## config.mk

```make
export PLATFORM = sky130hd
export DESIGN_NAME = fifo_axi_write_drain
export DESIGN_NICKNAME = d
export VERILOG_FILES = /design/src/rtl/fifo_axi_write_drain.sv
export SDC_FILE = /design/constraint.sdc
export NUM_CORES = 1
export LEC_CHECK = 0
export BUFFER_PORTS_ARGS = -buffer_cell sky130_fd_sc_hd__clkbuf_2
export CAP_MARGIN = 0
export CORE_ASPECT_RATIO = 1.5
export CORE_MARGIN = 3
export CORE_UTILIZATION = 29
export CTS_BUF_LIST = sky130_fd_sc_hd__clkbuf_16
export DETAILED_ROUTE_END_ITERATION = 16
export PLACE_DENSITY_LB_ADDON = 0.3
export SLEW_MARGIN = 20
export SYNTH_ARGS = -nofsm -noshare
export SYNTH_HDL_FRONTEND = slang
export SYNTH_SLANG_ARGS = --single-unit
```

## constraint.sdc

```tcl
create_clock -name clk -period 6.4 [get_ports clk]
set_input_delay 0.64 -clock clk [delete_from_list [all_inputs] [get_ports clk]]
set_output_delay 0.64 -clock clk [all_outputs]
set_load 0.05 [all_outputs]
```

## src/rtl/fifo_axi_write_drain.sv

```systemverilog
// ============================================================================
// Module   : fifo_axi_write_drain
// Brief    : AXI4 write master draining a show-ahead FIFO into INCR bursts.
// Revision : 1.0 - initial release
// ============================================================================
`default_nettype none

module fifo_axi_write_drain #(
    parameter int         MAX_BURST = 16,
    parameter logic [3:0] AXI_ID    = 4'h0
) (
    input  logic        clk,
    input  logic        rst,
    input  logic        start,
    input  logic [31:0] base_addr,
    input  logic [15:0] word_cnt,
    output logic        busy,
    output logic        done,
    output logic        err,
    input  logic [31:0] fifo_do,
    input  logic        fifo_empty,
    output logic        fifo_ren,
    output logic [3:0]  AWID,
    output logic [31:0] AWADDR,
    output logic [3:0]  AWLEN,
    output logic [2:0]  AWSIZE,
    output logic [1:0]  AWBURST,
    output logic        AWVALID,
    input  logic        AWREADY,
    output logic [31:0] WDATA,
    output logic [3:0]  WSTRB,
    output logic        WLAST,
    output logic        WVALID,
    input  logic        WREADY,
    input  logic [3:0]  BID,
    input  logic [1:0]  BRESP,
    input  logic        BVALID,
    output logic        BREADY
);

    localparam logic [4:0] c_max_burst = 5'(MAX_BURST);

    typedef enum logic [2:0] {
        S_IDLE = 3'd0,
        S_AW   = 3'd1,
        S_W    = 3'd2,
        S_B    = 3'd3,
        S_DONE = 3'd4
    } state_t;

    state_t      r_state;
    state_t      w_state_nxt;
    logic [31:0] r_addr;
    logic [15:0] r_remaining;
    logic [3:0]  r_awlen;
    logic [3:0]  r_beat;
    logic        r_err;

    logic [31:0] w_src_addr;
    logic [15:0] w_src_rem;
    logic [4:0]  w_len_cur;
    logic [10:0] w_room;
    logic [4:0]  w_len;
    logic        w_last;
    logic        w_w_hs;
    logic        w_bresp_ok;
    logic        w_unused_bid;

    assign w_unused_bid = ^BID;

    // The next burst is sized from the values it will start from: the
    // programmed inputs when leaving IDLE, the advanced pointer after a B.
    assign w_len_cur  = {1'b0, r_awlen} + 5'd1;
    assign w_src_addr = (r_state == S_IDLE) ? {base_addr[31:2], 2'b00}
                                            : r_addr + {25'd0, w_len_cur, 2'b00};
    assign w_src_rem  = (r_state == S_IDLE) ? word_cnt
                                            : r_remaining - {11'd0, w_len_cur};
    assign w_room     = 11'((13'h1000 - {1'b0, w_src_addr[11:0]}) >> 2);

    always_comb begin
        w_len = c_max_burst;
        if (w_src_rem < {11'd0, w_len})
            w_len = w_src_rem[4:0];
        if ({5'd0, w_room} < {11'd0, w_len})
            w_len = w_room[4:0];
    end

    assign w_last     = (r_beat == r_awlen);
    assign w_w_hs     = WVALID && WREADY;
    assign w_bresp_ok = (BRESP == 2'b00);

    always_ff @(posedge clk or posedge rst) begin
        if (rst)
            r_state <= S_IDLE;
        else
            r_state <= w_state_nxt;
    end

    always_comb begin
        w_state_nxt = r_state;
        case (r_state)
            S_IDLE: begin
                if (start)
                    w_state_nxt = (word_cnt == 16'd0) ? S_DONE : S_AW;
            end
            S_AW: begin
                if (AWREADY)
                    w_state_nxt = S_W;
            end
            S_W: begin
                if (w_w_hs && w_last)
                    w_state_nxt = S_B;
            end
            S_B: begin
                if (BVALID)
                    w_state_nxt = (!w_bresp_ok || w_src_rem == 16'd0) ? S_DONE : S_AW;
            end
            S_DONE:  w_state_nxt = S_IDLE;
            default: w_state_nxt = S_IDLE;
        endcase
    end

    always_ff @(posedge clk or posedge rst) begin
        if (rst) begin
            r_addr      <= 32'd0;
            r_remaining <= 16'd0;
            r_awlen     <= 4'd0;
            r_beat      <= 4'd0;
            r_err       <= 1'b0;
        end else begin
            case (r_state)
                S_IDLE: begin
                    if (start) begin
                        r_addr      <= w_src_addr;
                        r_remaining <= w_src_rem;
                        r_err       <= 1'b0;
                        if (word_cnt != 16'd0)
                            r_awlen <= 4'(w_len - 5'd1);
                    end
                end
                S_AW: begin
                    if (AWREADY)
                        r_beat <= 4'd0;
                end
                S_W: begin
                    if (w_w_hs)
                        r_beat <= r_beat + 4'd1;
                end
                S_B: begin
                    if (BVALID) begin
                        if (!w_bresp_ok) begin
                            r_err <= 1'b1;
                        end else begin
                            r_addr      <= w_src_addr;
                            r_remaining <= w_src_rem;
                            if (w_src_rem != 16'd0)
                                r_awlen <= 4'(w_len - 5'd1);
                        end
                    end
                end
                default: ;
            endcase
        end
    end

    assign busy     = (r_state != S_IDLE);
    assign done     = (r_state == S_DONE);
    assign err      = r_err;
    assign AWID     = AXI_ID;
    assign AWADDR   = r_addr;
    assign AWLEN    = r_awlen;
    assign AWSIZE   = 3'b010;
    assign AWBURST  = 2'b01;
    assign AWVALID  = (r_state == S_AW);
    assign WDATA    = fifo_do;
    assign WSTRB    = 4'hF;
    assign WVALID   = (r_state == S_W) && !fifo_empty;
    assign WLAST    = WVALID && w_last;
    assign fifo_ren = w_w_hs;
    assign BREADY   = (r_state == S_B);

endmodule

`default_nettype wire

```

==> impl_metrics.py <==
metrics = {
    "grt": {
        "grt_pass1_wl_um": 23920,
        "grt_usage_pct": 15.68,
        "grt-busiest-layer": "met2",
        "grt_max_degree": 61,
        "gr-total-overflow": 0,
        "use_met3_pct": 3.318,
        "grt_pass1_vias": 4605,
        "antenna_found_initial": 0,
        "use_met1_pct": 18.88,
        "grt_use_met2_pct": 27.94,
    },
    "cts": {
        "clockBufferDepth": 2,
        "cts_sinks": 60,
        "cts_root_buf": "clkbuf_16",
        "cts_tree": "built",
        "postCtsSetupBuffers": 0,
        "cts-buffers-inserted": 9,
        "clk_pin_slew_ns": 0.06,
        "cts_resized": 0,
        "ctsHtreeMaxLevel": 3,
        "cts_hold_buf": 0,
        "clk_latency_ns": 0.33,
    },
    "sta": {
        "relSlewSlack_pct": 44.98,
        "period_needed_ns": 5.736,
        "tns_ns": 0,
        "setup_viol": 0,
        "slew_viol_final": 0,
        "hold_viol_final": 0,
        "fin_crit_sh_pct": 89.62,
        "setup_slack_ns": 0.6642,
        "fin_skew_ns": 0.008970,
        "worst_slew_pin_slew_ns": 0.8254,
        "max_freq_ghz": 0.1743,
        "rsz0062_at_grt": "no",
    },
    "worst_setup_path": {
        "start_kind": "flip-flop",
        "crit_fanout": 7,
        "reg2reg_slack_ns": 0.66,
        "r2r_end": "AWLEN[2]",
        "worst_setup_path_end_kind": "flip-flop",
        "crit_type": "flip-flop to flip-flop",
        "reg2reg_depth": 24,
        "cp.arrival_ns": 5.97,
        "critPathRequiredTime_ns": 6.64,
        "r2r_start": "AWLEN[0]",
    },
    "layout": {
        "instances_no_fill": 891,
        "multiInputGateArea_sq_um": 2962,
        "area_growth_pct": 12.85,
        "fillers": 1787,
        "regArea_sq_um": 1501,
        "antenna_cells": 0,
        "utilization_pct": 33.89,
        "final_net_count": 794,
        "layout-drive-gt1-share_pct": 20.00,
    },
    "logic_synthesis": {
        "synth_warnings": 0,
        "syn-cell-area_sq_um": 4947,
        "yosys.cell_count.top_type": "nor2_1",
        "synth_top_cells_by_count": "nor2_1, a21oi_1, nand2_1",
        "synthFlopType": "dfrtp_1",
        "synthCells": 636,
        "synth.avg_cell_area_sq_um": 7.779,
        "synth_seq_cells": 60,
        "synth_top_area_share_pct": 30.35,
        "synthArstFlopShare_pct": 100.0,
        "synth_edf_count": 0,
        "synthDistinctLibCells": 73,
        "synth_area_leaders": "dfrtp_1, buf_4, a21oi_1",
        "yosysTopAreaCell": "dfrtp_1",
        "synth_seq_area_share_pct": 30.35,
    },
    "floorplan": {
        "die_w_um": 112.6,
        "start_util_pct": 30.03,
        "die_h_um": 166.0,
        "ios": 182,
        "fp.dieArea_sq_um": 18700,
        "rows": 57,
        "coreArea_sq_um": 16470,
    },
    "place": {
        "pre_cts_ws_ns": 0.6427,
        "dp_hpwl_um": 10840,
        "gp_congestion": 0.7818,
        "io_buffers": 98,
        "dpl.cell_count": 877,
    },
    "drt": {
        "drt_wl_total_um": 14670,
        "ant_nets": 0,
        "drt-initial-drc-count": 235,
        "dr.pass1.iters": 4,
        "vias": 4765,
        "drcViolationCount": 0,
        "wl_per_cell_um": 16.46,
        "drt-vias-per-instance": 5.348,
    },
    "hold_path": {
        "hp-class": "primary input to asynchronous set/reset pin",
    },
    "run_status": {
        "status": "completed",
    },
    "run": {
        "maxCapViolCount": 0,
    },
}
==> placed cells by master (no fill, tap or decap), types with 4 or more instances in the layout <==
cell,Yosys,layout
xnor2_1,6,6
nand2b_1,5,5
or3_1,9,9
o31ai_1,4,4
a211oi_1,6,6
mux2i_1,5,5
nand3_1,14,14
clkbuf_16,0,9
clkbuf_2,0,98
a31oi_1,8,8
nor4_1,12,12
buf_4,45,7
a21o_1,6,6
nor2_1,67,67
conb_1,2,13
nand2_1,61,61
a21boi_0,5,5
o21ai_0,54,54
or3_2,4,4
nor2b_1,5,5
clkinv_1,0,4
xor2_1,11,11
inv_1,12,11
a21oi_1,62,62
nor3_1,11,11
dfrtp_1,60,60
and2_1,7,7
o22ai_1,12,12
and3_1,12,12
ha_1,17,17
nand4_1,7,7
a22oi_1,5,4
==> sequential cells by signal, summed over array words and instances, names as in the netlist <==
| register | count |
|---|---|
| AWLEN | 4 |
| r_remaining | 16 |
| r_state | 3 |
| AWADDR | 32 |
| r_beat | 4 |
| err | 1 |
==> cell type report <==
type / instances / area share [%]
Multi-Input combinational cell: 493 / 53.05
Sequential cell: 60 / 26.89
Tap cell: 206 / 4.617
Timing Repair Buffer: 105 / 9.727
Clock buffer: 9 / 4.034
Clock inverter: 5 / 0.8068
Inverter: 13 / 0.8740
==> stage by stage <==
step                      instance area, sq um  hold slack (ns)
after floorplan                           4989           0.4701
after global placement                    5313           0.5009
after detailed placement                  5313           0.5133
after CTS                                 5583           0.5261
after global routing                      5583           0.5496
final                                     5583           0.5116
==> routing by layer <==
metal | vias up | part of all wire, %
li1 | 2339 | -
met1 | 2289 | 42
met2 | 120 | 51
met3 | 17 | 5.0
met4 | 0 | 1.3
met5 | - | 0
==> worst max-delay path by stage <==
stage | from | to | slack, ns
2_1_floorplan | AWLEN[0] | AWLEN[2] | 0.81
3_3_place_gp | AWLEN[0] | AWLEN[2] | 0.72
3_5_place_dp | AWLEN[0] | AWLEN[2] | 0.64
4_1_cts | AWLEN[0] | AWLEN[2] | 0.62
5_1_grt | AWLEN[0] | AWLEN[2] | 0.24
6_report | AWLEN[0] | AWLEN[2] | 0.66
==> worst max-delay path: stages (launching register included) <==
cell	delay (ns)
dfrtp_1	0.45
ha_1	0.26
xor2_1	0.27
inv_1	0.09
ha_1	0.36
nor2b_1	0.19
o311a_1	0.39
o31a_1	0.32
o31ai_2	0.24
o2111ai_1	0.21
or2_4	0.30
or3_2	0.48
ha_1	0.32
a21oi_1	0.14
nor2b_1	0.06
o21ai_0	0.15
nand3_1	0.11
a2111oi_2	0.21
buf_4	0.20
a211o_1	0.15
nor2_1	0.05
a31oi_1	0.16
ha_1	0.17
and3b_1	0.18
o31ai_2	0.20
==> cells by family after synthesis <==
kind of cell,share of synthesized area [%]
other,0.1518
AO/OA/AOI/OAI,25.32
adder cells (fa/ha/maj),5.109
multiplexers,1.694
flip-flops,30.35
AND/OR/NAND/NOR,23.65
XOR/XNOR,3.010
buffers and inverters,10.72
Power is left out: the tool's default activity adds up to more than one toggle a clock period on the data nets, which glitch-free logic cannot reach.
